## config.mk

```make
export PLATFORM = sky130hd
export DESIGN_NAME = accel_ball_bounce_flat
export DESIGN_NICKNAME = d
export VERILOG_FILES = /design/src/rtl/accel_ball_bounce_pkg.sv /design/src/rtl/accel_ball_bounce_if.sv /design/src/rtl/ball_axis_integrator.sv /design/src/rtl/accel_ball_bounce.sv /design/src/flat_wrapper.sv
export SDC_FILE = /design/constraint.sdc
export NUM_CORES = 1
export LEC_CHECK = 0
export ABC_CLOCK_PERIOD_IN_PS = 9000
export CAP_MARGIN = 20
export CORE_ASPECT_RATIO = 0.8
export CORE_MARGIN = 4
export CORE_UTILIZATION = 54
export DETAILED_ROUTE_END_ITERATION = 12
export PLACE_DENSITY = 0.71
export SKIP_LAST_GASP = 1
export SLEW_MARGIN = 20
export SYNTH_ARGS = -nofsm -noshare
export SYNTH_HDL_FRONTEND = slang
export SYNTH_SLANG_ARGS = --single-unit
```

## constraint.sdc

```tcl
create_clock -name CLK -period 9 [get_ports CLK]
set_clock_uncertainty 0.1 [all_clocks]
set_input_delay 0.9 -clock CLK [delete_from_list [all_inputs] [get_ports CLK]]
set_output_delay 0.9 -clock CLK [all_outputs]
set_load 0.1 [all_outputs]
```

## src/rtl/accel_ball_bounce_pkg.sv

```systemverilog
// Shared mode encodings, FSM states and fixed-point helpers for the ball-motion block.
// All helper arithmetic runs at CALC_W signed bits, wide enough for every intermediate.
package accel_ball_bounce_pkg;

  localparam int CALC_W = 32;
  typedef logic signed [CALC_W-1:0] calc_t;

  localparam logic [1:0] MODE_CLAMP  = 2'd0;
  localparam logic [1:0] MODE_BOUNCE = 2'd1;
  localparam logic [1:0] MODE_WRAP   = 2'd2;

  typedef enum logic [2:0] {
    ST_IDLE,
    ST_VEL,
    ST_POS,
    ST_WALL,
    ST_COMMIT
  } state_e;

  // Interpret the low 'width' bits of raw as two's complement.
  function automatic calc_t sext(input logic [CALC_W-1:0] raw, input int width);
    calc_t t;
    t    = calc_t'(raw << (CALC_W - width));
    sext = t >>> (CALC_W - width);
  endfunction

  function automatic calc_t sat(input calc_t v, input int lim);
    calc_t r;
    r = v;
    if (v > calc_t'(lim)) begin
      r = calc_t'(lim);
    end else if (v < -calc_t'(lim)) begin
      r = -calc_t'(lim);
    end
    sat = r;
  endfunction

  // Bounce loss on a magnitude; tiny rebounds collapse to rest.
  function automatic calc_t damp(input calc_t m, input int shift, input int vmin);
    calc_t r;
    r = m - (m >>> shift);
    if (r < calc_t'(vmin)) begin
      r = '0;
    end
    damp = r;
  endfunction

endpackage

```

## src/rtl/accel_ball_bounce_if.sv

```systemverilog
// Tilt/control inputs and sprite/pulse outputs of the ball-motion block.
// master drives tilt and controls; slave is the physics block.
interface accel_ball_bounce_if #(
  parameter int POS_W   = 10,
  parameter int ACCEL_W = 8
);
  logic signed [ACCEL_W-1:0] accel_x;
  logic signed [ACCEL_W-1:0] accel_y;
  logic [1:0]                mode;
  logic                      pause;
  logic                      recenter;
  logic [POS_W-1:0]          bl_x;
  logic [POS_W-1:0]          bl_y;
  logic                      hit_x;
  logic                      hit_y;
  logic                      update;

  modport master (
    output accel_x, accel_y, mode, pause, recenter,
    input  bl_x, bl_y, hit_x, hit_y, update
  );

  modport slave (
    input  accel_x, accel_y, mode, pause, recenter,
    output bl_x, bl_y, hit_x, hit_y, update
  );
endinterface

```

## src/rtl/ball_axis_integrator.sv

```systemverilog
// One axis of ball motion: velocity integrate, position integrate, wall policy.
// Each step is a one-cycle enable from the top FSM; recenter overrides all steps.
module ball_axis_integrator
  import accel_ball_bounce_pkg::*;
#(
  parameter int POS_W      = 10,
  parameter int FRAC_W     = 8,
  parameter int ACCEL_W    = 8,
  parameter int VEL_W      = 16,
  parameter int VMAX       = 4096,
  parameter int DAMP_SHIFT = 2,
  parameter int VMIN       = 64,
  parameter int LIMIT      = 288,
  parameter int START      = 100
) (
  input  logic                      clk,
  input  logic                      rst_n,
  input  logic                      recenter_i,
  input  logic                      vel_en_i,
  input  logic                      pos_en_i,
  input  logic                      wall_en_i,
  input  logic [1:0]                mode_i,
  input  logic signed [ACCEL_W-1:0] accel_i,
  output logic [POS_W-1:0]          pix_o,
  output logic                      hit_o
);

  localparam int    PW       = POS_W + FRAC_W + 2;
  localparam calc_t START_FP = calc_t'(START) <<< FRAC_W;
  localparam calc_t LIM_FP   = calc_t'(LIMIT) <<< FRAC_W;
  localparam calc_t SPAN_FP  = calc_t'(LIMIT + 1) <<< FRAC_W;

  logic signed [VEL_W-1:0] vel_q, vel_d;
  logic signed [PW-1:0]    pos_q, pos_d;
  logic signed [PW-1:0]    nxt_q, nxt_d;
  logic                    hit_q, hit_d;

  calc_t nxt_w;
  calc_t vabs_w;
  calc_t vdamp_w;

  always_comb begin
    vel_d   = vel_q;
    pos_d   = pos_q;
    nxt_d   = nxt_q;
    hit_d   = hit_q;
    nxt_w   = calc_t'(nxt_q);
    vabs_w  = (vel_q < 0) ? -calc_t'(vel_q) : calc_t'(vel_q);
    vdamp_w = damp(vabs_w, DAMP_SHIFT, VMIN);

    if (recenter_i) begin
      vel_d = '0;
      pos_d = PW'(START_FP);
      nxt_d = PW'(START_FP);
      hit_d = 1'b0;
    end else if (vel_en_i) begin
      vel_d = VEL_W'(sat(calc_t'(vel_q) +
                         sext({{(CALC_W-ACCEL_W){1'b0}}, accel_i}, ACCEL_W), VMAX));
    end else if (pos_en_i) begin
      nxt_d = pos_q + PW'(vel_q);
    end else if (wall_en_i) begin
      hit_d = 1'b1;
      if (nxt_w < 0) begin
        case (mode_i)
          MODE_WRAP:   pos_d = PW'(nxt_w + SPAN_FP);
          MODE_BOUNCE: begin
            pos_d = '0;
            vel_d = VEL_W'(vdamp_w);
          end
          default: begin
            pos_d = '0;
            vel_d = '0;
          end
        endcase
      end else if (nxt_w > LIM_FP) begin
        case (mode_i)
          MODE_WRAP:   pos_d = PW'(nxt_w - SPAN_FP);
          MODE_BOUNCE: begin
            pos_d = PW'(LIM_FP);
            vel_d = VEL_W'(-vdamp_w);
          end
          default: begin
            pos_d = PW'(LIM_FP);
            vel_d = '0;
          end
        endcase
      end else begin
        // Touching exactly 0 or LIMIT is inside the playfield.
        pos_d = nxt_q;
        hit_d = 1'b0;
      end
    end
  end

  always_ff @(posedge clk or negedge rst_n) begin
    if (!rst_n) begin
      vel_q <= '0;
      pos_q <= PW'(START_FP);
      nxt_q <= PW'(START_FP);
      hit_q <= 1'b0;
    end else begin
      vel_q <= vel_d;
      pos_q <= pos_d;
      nxt_q <= nxt_d;
      hit_q <= hit_d;
    end
  end

  assign pix_o = pos_q[FRAC_W +: POS_W];
  assign hit_o = hit_q;

endmodule

```

## src/rtl/accel_ball_bounce.sv

```systemverilog
// Tilt-driven ball motion: tick counter, 5-state physics FSM, two axis integrators.
// Sprite position and hit/update pulses change on the COMMIT edge, 4 cycles after a tick.
module accel_ball_bounce
  import accel_ball_bounce_pkg::*;
#(
  parameter int SCREEN_WIDTH  = 320,
  parameter int SCREEN_HEIGHT = 180,
  parameter int SPRITE_SIZE   = 32,
  parameter int START_X       = 100,
  parameter int START_Y       = 50,
  parameter int POS_W         = 10,
  parameter int FRAC_W        = 8,
  parameter int ACCEL_W       = 8,
  parameter int VEL_W         = 16,
  parameter int VMAX          = 4096,
  parameter int DAMP_SHIFT    = 2,
  parameter int VMIN          = 64,
  parameter int TICK_DIV      = 35293
) (
  input  logic                 CLK,
  input  logic                 rst_n,
  accel_ball_bounce_if.slave   bus
);

  localparam int LIMIT_X = SCREEN_WIDTH - SPRITE_SIZE;
  localparam int LIMIT_Y = SCREEN_HEIGHT - SPRITE_SIZE;
  localparam int CNT_W   = (TICK_DIV > 1) ? $clog2(TICK_DIV) : 1;

  logic [CNT_W-1:0] cnt_q, cnt_d;
  logic             tick;
  state_e           state_q, state_d;
  logic [1:0]       mode_q, mode_d;
  logic             vel_en, pos_en, wall_en, commit;

  logic [POS_W-1:0] pix_x, pix_y;
  logic             flag_x, flag_y;
  logic [POS_W-1:0] bl_x_q, bl_y_q;
  logic             hit_x_q, hit_y_q, update_q;

  assign tick  = (cnt_q == CNT_W'(TICK_DIV - 1));
  assign cnt_d = (bus.recenter || tick) ? '0 : cnt_q + CNT_W'(1);

  always_ff @(posedge CLK or negedge rst_n) begin
    if (!rst_n) begin
      cnt_q <= '0;
    end else begin
      cnt_q <= cnt_d;
    end
  end

  always_ff @(posedge CLK or negedge rst_n) begin
    if (!rst_n) begin
      state_q <= ST_IDLE;
    end else begin
      state_q <= state_d;
    end
  end

  always_comb begin
    state_d = state_q;
    vel_en  = 1'b0;
    pos_en  = 1'b0;
    wall_en = 1'b0;
    commit  = 1'b0;
    if (bus.recenter) begin
      state_d = ST_IDLE;
    end else begin
      case (state_q)
        ST_IDLE:   if (tick && !bus.pause) state_d = ST_VEL;
        ST_VEL:    begin vel_en  = 1'b1; state_d = ST_POS;    end
        ST_POS:    begin pos_en  = 1'b1; state_d = ST_WALL;   end
        ST_WALL:   begin wall_en = 1'b1; state_d = ST_COMMIT; end
        ST_COMMIT: begin commit  = 1'b1; state_d = ST_IDLE;   end
        default:   state_d = ST_IDLE;
      endcase
    end
  end

  // Wall policy is frozen per sequence; the reserved encoding behaves as clamp.
  always_comb begin
    mode_d = mode_q;
    if (state_q == ST_VEL) begin
      mode_d = (bus.mode == 2'd3) ? MODE_CLAMP : bus.mode;
    end
  end

  always_ff @(posedge CLK or negedge rst_n) begin
    if (!rst_n) begin
      mode_q <= MODE_CLAMP;
    end else begin
      mode_q <= mode_d;
    end
  end

  ball_axis_integrator #(
    .POS_W(POS_W), .FRAC_W(FRAC_W), .ACCEL_W(ACCEL_W), .VEL_W(VEL_W),
    .VMAX(VMAX), .DAMP_SHIFT(DAMP_SHIFT), .VMIN(VMIN),
    .LIMIT(LIMIT_X), .START(START_X)
  ) u_axis_x (
    .clk(CLK), .rst_n(rst_n), .recenter_i(bus.recenter),
    .vel_en_i(vel_en), .pos_en_i(pos_en), .wall_en_i(wall_en),
    .mode_i(mode_q), .accel_i(bus.accel_x),
    .pix_o(pix_x), .hit_o(flag_x)
  );

  ball_axis_integrator #(
    .POS_W(POS_W), .FRAC_W(FRAC_W), .ACCEL_W(ACCEL_W), .VEL_W(VEL_W),
    .VMAX(VMAX), .DAMP_SHIFT(DAMP_SHIFT), .VMIN(VMIN),
    .LIMIT(LIMIT_Y), .START(START_Y)
  ) u_axis_y (
    .clk(CLK), .rst_n(rst_n), .recenter_i(bus.recenter),
    .vel_en_i(vel_en), .pos_en_i(pos_en), .wall_en_i(wall_en),
    .mode_i(mode_q), .accel_i(bus.accel_y),
    .pix_o(pix_y), .hit_o(flag_y)
  );

  always_ff @(posedge CLK or negedge rst_n) begin
    if (!rst_n) begin
      bl_x_q   <= POS_W'(START_X);
      bl_y_q   <= POS_W'(START_Y);
      hit_x_q  <= 1'b0;
      hit_y_q  <= 1'b0;
      update_q <= 1'b0;
    end else begin
      hit_x_q  <= 1'b0;
      hit_y_q  <= 1'b0;
      update_q <= 1'b0;
      if (bus.recenter) begin
        bl_x_q <= POS_W'(START_X);
        bl_y_q <= POS_W'(START_Y);
      end else if (commit) begin
        bl_x_q   <= pix_x;
        bl_y_q   <= pix_y;
        hit_x_q  <= flag_x;
        hit_y_q  <= flag_y;
        update_q <= 1'b1;
      end
    end
  end

  assign bus.bl_x   = bl_x_q;
  assign bus.bl_y   = bl_y_q;
  assign bus.hit_x  = hit_x_q;
  assign bus.hit_y  = hit_y_q;
  assign bus.update = update_q;

endmodule

```

## src/flat_wrapper.sv

```systemverilog
// flat-port wrapper written by rule: the top's interface ports become plain ports
module accel_ball_bounce_flat import accel_ball_bounce_pkg::*;
#(
  parameter int SCREEN_WIDTH  = 320,
  parameter int SCREEN_HEIGHT = 180,
  parameter int SPRITE_SIZE   = 32,
  parameter int START_X       = 100,
  parameter int START_Y       = 50,
  parameter int POS_W         = 10,
  parameter int FRAC_W        = 8,
  parameter int ACCEL_W       = 8,
  parameter int VEL_W         = 16,
  parameter int VMAX          = 4096,
  parameter int DAMP_SHIFT    = 2,
  parameter int VMIN          = 64,
  parameter int TICK_DIV      = 35293
)
  (CLK, rst_n, bus_accel_x, bus_accel_y, bus_mode, bus_pause, bus_recenter, bus_bl_x, bus_bl_y, bus_hit_x, bus_hit_y, bus_update);
  accel_ball_bounce_if #(.POS_W(POS_W), .ACCEL_W(ACCEL_W)) bus_i ();
  input  logic CLK;
  input  logic rst_n;
  input wire logic [$bits(bus_i.accel_x)-1:0] bus_accel_x;
  input wire logic [$bits(bus_i.accel_y)-1:0] bus_accel_y;
  input wire logic [$bits(bus_i.mode)-1:0] bus_mode;
  input wire logic [$bits(bus_i.pause)-1:0] bus_pause;
  input wire logic [$bits(bus_i.recenter)-1:0] bus_recenter;
  output wire logic [$bits(bus_i.bl_x)-1:0] bus_bl_x;
  output wire logic [$bits(bus_i.bl_y)-1:0] bus_bl_y;
  output wire logic [$bits(bus_i.hit_x)-1:0] bus_hit_x;
  output wire logic [$bits(bus_i.hit_y)-1:0] bus_hit_y;
  output wire logic [$bits(bus_i.update)-1:0] bus_update;
  assign bus_i.accel_x = bus_accel_x;
  assign bus_i.accel_y = bus_accel_y;
  assign bus_i.mode = bus_mode;
  assign bus_i.pause = bus_pause;
  assign bus_i.recenter = bus_recenter;
  assign bus_bl_x = bus_i.bl_x;
  assign bus_bl_y = bus_i.bl_y;
  assign bus_hit_x = bus_i.hit_x;
  assign bus_hit_y = bus_i.hit_y;
  assign bus_update = bus_i.update;
  accel_ball_bounce #(.SCREEN_WIDTH(SCREEN_WIDTH), .SCREEN_HEIGHT(SCREEN_HEIGHT), .SPRITE_SIZE(SPRITE_SIZE), .START_X(START_X), .START_Y(START_Y), .POS_W(POS_W), .FRAC_W(FRAC_W), .ACCEL_W(ACCEL_W), .VEL_W(VEL_W), .VMAX(VMAX), .DAMP_SHIFT(DAMP_SHIFT), .VMIN(VMIN), .TICK_DIV(TICK_DIV)) u_core (.CLK(CLK), .rst_n(rst_n), .bus(bus_i));
endmodule
```

* After elaboration in Yosys (flattened, before gate mapping) *
Index checks and enable logic that the tools add are counted.

storage, ports and cells
  output and inout port bits = 23
  memory bits (writable) = 0
  ROM bits = 0
  bits in registers = 158
  input bits = 22
  memories kept = 0
  latch bits = 0

operators by class
  div/mod/pow operators = 0
  multiply operators = 0
  equal/unequal tests = 13
  $add $sub $neg = 15
  muxes and demuxes = 81
  $lt $le $gt $ge = 12
  bitwise logic cells = 0
  reduce and logical (&&, ||, !) cells = 14
  shift operators = 0

operator list
  cell                      number
  $mux W20                  22
  $mux W16                  19
  $pmux W16 S2              4
  $lt A32 B8 Y1 const B     2
  $mux W32                  2
  $neg A16 Y32              2
  $sub A32 B30 Y32          2
  $add A20 B16 Y20          2
  $lt A20 B1 Y1 const B     2
  $mux W10                  4
  $add A16 B8 Y17           2
  $gt A17 B14 Y1 const B    2
  $lt A17 B13 Y1 const B    2
  $lt A16 B1 Y1 const B     2
  $neg A16 Y16              2
  $mux W1                   26
  $add A20 B17 Y20 const B  1
  $add A20 B18 Y20 const B  1
  $gt A20 B17 Y1 const B    1
  $gt A20 B18 Y1 const B    1
  $sub A20 B17 Y20 const B  1
  $sub A20 B18 Y20 const B  1
  $add A16 B1 Y16 const B   1
  $eq A16 B16 Y1 const B    1
  21 further kinds          30

* Depth between registers and ports, before layout *
  depth in word-level cells = 13
  depth in mapped cells = 31

* By module *
From an unflattened synthesis, not the netlist that was laid out.

unflattened totals
  cell total of the unflattened synthesis = 2245
  area, all modules = 17936.0 sq um

modules (own cells, without submodules)
  module                                   cells each  area each (sq um)  instances
  ball_axis_integrator at u_core.u_axis_y  1063        8192.9             1
  ball_axis_integrator at u_core.u_axis_x  1019        7843.8             1
  accel_ball_bounce                        163         1899.3             1

* Worst setup path after synthesis *
Ideal clock, no wire load.

  path kind = reg-to-reg
  from = register u_core.u_axis_x.vel_q[15]
  to = register u_core.u_axis_x.vel_q[12]
  path buffers = 5
  arrival = 6.601 ns
  stages on the path, launching flop included = 32
  setup slack = 2.174 ns
  cells stage by stage = dfrtp_1 clkbuf_1 clkbuf_1 clkbuf_1 buf_1 nand2b_1 xnor2_1 ha_1 inv_1 fa_1 a21o_1 a21oi_1 nor2_1 a31oi_1 o31ai_1 a2111o_1 a31oi_1 o21ai_0 a2111oi_2 nand4_1 o41a_1 buf_6 nand2_1 ha_1 nand2_1 nor3b_1 nor2b_1 a21oi_1 xor2_1 and2_0 o2111ai_1 nand2_1

between the ends
  cells in the longest elaborated chain, start to end = 13

ends and longest elaborated chain
  item                                                  RTL line                     source
  start, declared                                       ball_axis_integrator.sv:33   logic signed [VEL_W-1:0] vel_q, vel_d;
  start signal, assigned                                ball_axis_integrator.sv:102  vel_q <= vel_d;
  $neg A16 Y32 / $lt A16 B1 Y1 (equally long branches)  ball_axis_integrator.sv:48   vabs_w = (vel_q < 0) ? -calc_t'(vel_q) : calc_t'(vel_q);
  $mux W32                                              ball_axis_integrator.sv:48
  $sub A32 B30 Y32                                      accel_ball_bounce_pkg.sv:41  r = m - (m >>> shift);
  $lt A32 B8 Y1                                         accel_ball_bounce_pkg.sv:42  if (r < calc_t'(vmin)) begin
  $mux W16                                              accel_ball_bounce_pkg.sv:42
  $neg A16 Y16                                          ball_axis_integrator.sv:80   vel_d = VEL_W'(-vdamp_w);
  $pmux W16 S2                                          ball_axis_integrator.sv:76   case (mode_i)
  $mux W16                                              ball_axis_integrator.sv:75   end else if (nxt_w > LIM_FP) begin
  $mux W16                                              ball_axis_integrator.sv:63   if (nxt_w < 0) begin
  $mux W16                                              ball_axis_integrator.sv:61   end else if (wall_en_i) begin
  $mux W16                                              ball_axis_integrator.sv:59   end else if (pos_en_i) begin
  $mux W16 *                                            ball_axis_integrator.sv:56   end else if (vel_en_i) begin
  $mux W16 *                                            ball_axis_integrator.sv:51   if (recenter_i) begin

Every way passes the cells marked *; elsewhere a longest branch is shown, timed or not. The select of a mux whose other input is x is not followed.
A chain may end at the register's enable or synchronous reset.

* Final worst setup path *
  from = register u_core.u_axis_x.vel_q[1]
  to = register u_core.u_axis_x.vel_q[12]

Same word-level chain as after synthesis.

==> summary.md <==
| Metric | Value |
|---|---|
| Vias in the first global route | `15.7k` |
| Setup repair after global routing missed its margin | `false` |
| Final cycle utilization of the critical path | `0.800` |
| Min-delay worst type | `register to register` |
| Internal Pwr Total | `1.90 mW` |
| Port bufs | `44` |
| Count of maximum capacitance violations | `0` |
| Most used flip-flop cell after synthesis | `dfrtp_1` |
| Post-synth ARST share | `1.00` |
| Terminus of the critical flop-to-flop path | `u_core.u_axis_x.vel_q[12]$_DFFE_PN0P_` |
| Slowest cell delay on critical path | `0.67 ns` |
| Pwr Total | `3.34 mW` |
| Relative contribution of combinational cells to total power | `0.528` |
| Origin of the worst setup path | `u_core.u_axis_x.vel_q[1]$_DFFE_PN0P_` |
| Filler Cells Inserted | `2904` |
| Overall via count from detail_route | `17.1k` |
| Design Area, Final | `18700 um^2` |
| Seq/Total Area, Yosys | `0.230` |
| Setup fix buffers added after clock tree synthesis | `0` |
| Clock input transition at the sequential cells of the worst setup and hold paths | `0.06 ns` |
| Detailed-route wire length | `50.0 mm` |
| CTS H-tree depth | `4` |
| WP data arrival | `7.42 ns` |
| Area grow syn2layout | `8.29%` |
| Kind of cell with the highest combined delay on the critical path | `compound AO/OA/AOI/OAI gates` |
| Worst hold-check slack | `0.389 ns` |
| Gp weighted congestion | `0.928` |
| Synth Area per Inst | `7.70 um^2` |
| Total DRC errors in the routed layout | `0` |
| Hold Violations, Final | `0` |
| Final non-filler cell total | `2690` |
| Biggest fanout along the worst timing path | `14` |
| Combined area of the multi-input logic cells | `12700 um^2` |
| Total congestion overflow after global routing | `0` |
| Clock share of power | `0.238` |
| Category of the worst setup path launch point | `register` |
| Total stage count of the critical path | `28` |
| CTS-repair resized insts | `0` |
| DP Wirelength | `36.7 mm` |
| Hold-fix buffer count after cts | `0` |
| Clock latency on the worst-skew pair | `0.44 ns` |
| Largest vdd supply drop | `0.0984 mV` |
| Seq. cell area | `3980 um^2` |
| Iteration-0 DRC count of the detailed router | `1887` |
| Post-layout min period | `7.20 ns` |
| Routed wire length per instance | `18.6 um` |
| Critical path class | `register to register` |
| Register bit total from synthesis | `158` |
| Die Area | `35000 um^2` |
| Final setup vio count | `0` |
| Leakage | `8.23 nW` |
| Worst-case register-to-register setup slack | `1.80 ns` |
| CTS Root Cell | `clkbuf_16` |
| Num Clock Sinks | `158` |
| Remaining antenna violation count | `0` |
| Gr usage total | `0.276` |
| Aggregate negative setup slack | `0 ns` |
| Detail-routed via count per cell | `6.36` |
| Number of different library cells in the post-synthesis netlist | `104` |
| EDFF count, synth | `0` |
| Synthesized instance count | `2246` |
| CTS tree | `built` |
| Synth Warn # | `0` |
| Most used cell, CP | `nand2_1` |
| Maximum number of pins on one net before global-route repair | `92` |
| Maximum count of clock buffers along a single path | `2` |
| Die X-Extent | `208 um` |
| Worst setup path endpoint | `u_core.u_axis_x.vel_q[12]$_DFFE_PN0P_` |
| Nets@finish | `2412` |
| Slowest cell on the critical path | `o41a_1` |
| Result of the run | `finished clean` |
| Number of placement rows | `58` |
| Startpoint of the worst-slack reg-to-reg timing path | `u_core.u_axis_x.vel_q[1]$_DFFE_PN0P_` |
| Depth of the worst register-to-register path | `28` |
| Fraction of final layout cells with drive strength greater than 1 | `0.0560` |
| Count of boundary I/O pins | `45` |
| Antenna violations before repair | `1` |
| Wire length of the first global-routing pass | `81.7 mm` |
| Most frequent standard cell in the layout excluding fill and tap cells | `nand2_1` |
| Final Max Tran Viols | `0` |
| Sw frac | `0.431` |
| Total power density per cell area | `178 nW/um^2` |
| Capturing element type of the critical path | `register` |
| Post-detailed-placement cell area | `18100 um^2` |
| Total buffers and inverters traversed by the critical path | `2` |
| Std-Cell Core Area | `31500 um^2` |
| Sequential fraction of design power | `0.233` |
| Placed instance count | `2657` |
| Worst slew pin tran | `1.06 ns` |
| Relative slew margins | `0.287` |
| Number of buffers created by CTS | `17` |
| Die boundary height | `168 um` |
| Starting Density | `0.549` |
| Most used cells in the layout excluding fill and tap cells | `nand2_1 (216), a21oi_1 (198), nor2_1 (185)` |
| Drt pass-1 iters | `6` |
| Critical path data required time | `9.22 ns` |
| Netlist area before placement | `17300 um^2` |
| Peak Freq | `0.139 GHz` |
| Total net switching power | `1.44 mW` |
-- per-stage QoR --
stage / util / setup slack (ns)
after CTS: 0.594 / 1.86
after global placement: 0.574 / 2.12
after detailed placement: 0.574 / 1.90
after floorplan: - / 2.17
after global routing: 0.595 / 1.16
final: 0.595 / 1.80
-- worst register-to-register path, delay by kind of cell (launching register included) --
kind	cells	cell delay, ns
compound gates	10	3.05
xor+xnor	2	0.39
fa+ha+maj	3	0.96
flops	1	0.57
simple gates	10	1.71
buf+inv	2	0.19
mux	1	0.13
-- sequential cells by signal, summed over array words and instances (netlist names), 3 cells and up --
register and count:
u_core.state_q 3, u_core.u_axis_y.vel_q 16, u_core.u_axis_x.pos_q 20, u_core.bus.bl_x 10
u_core.cnt_q 16, u_core.u_axis_y.pos_q 20, u_core.u_axis_x.vel_q 16, u_core.bus.bl_y 10
u_core.u_axis_x.nxt_q 20, u_core.u_axis_y.nxt_q 20
-- cells by family (layout without fill, tap and decap cells) --
logic type / Yosys count / in the layout / synth area share
other: 2 / 57 / 0.000434
flip-flops: 158 / 158 / 0.230
buffers and inverters: 220 / 189 / 0.0502
XOR/XNOR: 176 / 176 / 0.0896
adder cells (fa/ha/maj): 137 / 137 / 0.101
AO/OA/AOI/OAI: 714 / 714 / 0.281
AND/OR/NAND/NOR: 823 / 823 / 0.237
multiplexers: 16 / 16 / 0.0102
-- final cells by class --
class	count	share of cell area
diodes	1	0.000134
clock buffers	21	0.0251
clock inverters	11	0.00862
inverters	94	0.0188
multi-input cells	1922	0.676
flip-flops and latches	158	0.212
well taps	420	0.0281
repair buffers	63	0.0309
-- power by group through the flow --
stage                     registers [mW]  logic [mW]  clock network (mW)
after floorplan                    0.759        1.37                   0
after global placement             0.790        1.69                   0
after detailed placement           0.790        1.71                   0
after CTS                          0.778        1.72               0.800
after global routing               0.782        1.93               0.834
final                              0.779        1.77               0.797
-- synthesized netlist by cell type, drive strengths merged, types with 13 or more instances --
master | instances | share of area
nand3 | 62 | 0.018
and3 | 21 | 0.0079
o21bai | 20 | 0.0089
nor4 | 25 | 0.0098
nor3 | 74 | 0.022
a31oi | 33 | 0.013
nand4 | 22 | 0.0080
and2 | 24 | 0.0088
dfrtp | 140 | 0.20
nor2 | 188 | 0.041
o21ai | 120 | 0.035
or2 | 19 | 0.0069
or3 | 29 | 0.010
nor2b | 42 | 0.015
o31ai | 24 | 0.012
o21a | 15 | 0.0065
a21o | 46 | 0.020
buf | 19 | 0.0066
o211ai | 28 | 0.012
a22o | 33 | 0.017
a21oi | 199 | 0.058
xor2 | 63 | 0.032
inv | 91 | 0.020
dfstp | 18 | 0.027
nand2 | 216 | 0.047
or4 | 17 | 0.0076
nand2b | 47 | 0.017
ha | 128 | 0.093
clkbuf | 107 | 0.023
a221oi | 18 | 0.0091
a211oi | 29 | 0.013
xnor2 | 113 | 0.057
a41oi | 13 | 0.0066
-- routing by layer --
metal | track usage | up-vias | routed length, um
li1 | - | 8250 | -
met1 | 0.410 | 8159 | 23500
met2 | 0.432 | 648 | 22400
met3 | 0.0404 | 61 | 3370
met4 | 0.0508 | 0 | 701
met5 | 0 | - | 0
-- worst min path at each step --
stage | to | depth (start not counted) | start
2_1_floorplan | u_core.state_q[0]$_DFFE_PN0P_ | 1 | u_core.state_q[2]$_DFFE_PN0P_
3_3_place_gp | u_core.state_q[0]$_DFFE_PN0P_ | 1 | u_core.state_q[2]$_DFFE_PN0P_
3_5_place_dp | u_core.bus.hit_x$_DFF_PN0_ | 1 | u_core.u_axis_x.hit_o$_DFFE_PN0P_
4_1_cts | u_core.state_q[0]$_DFFE_PN0P_ | 1 | u_core.state_q[2]$_DFFE_PN0P_
5_1_grt | u_core.state_q[0]$_DFFE_PN0P_ | 1 | u_core.state_q[2]$_DFFE_PN0P_
6_report | u_core.bus.hit_x$_DFF_PN0_ | 1 | u_core.u_axis_x.hit_o$_DFFE_PN0P_
No activity file was read; power rests on OpenSTA's default activity.
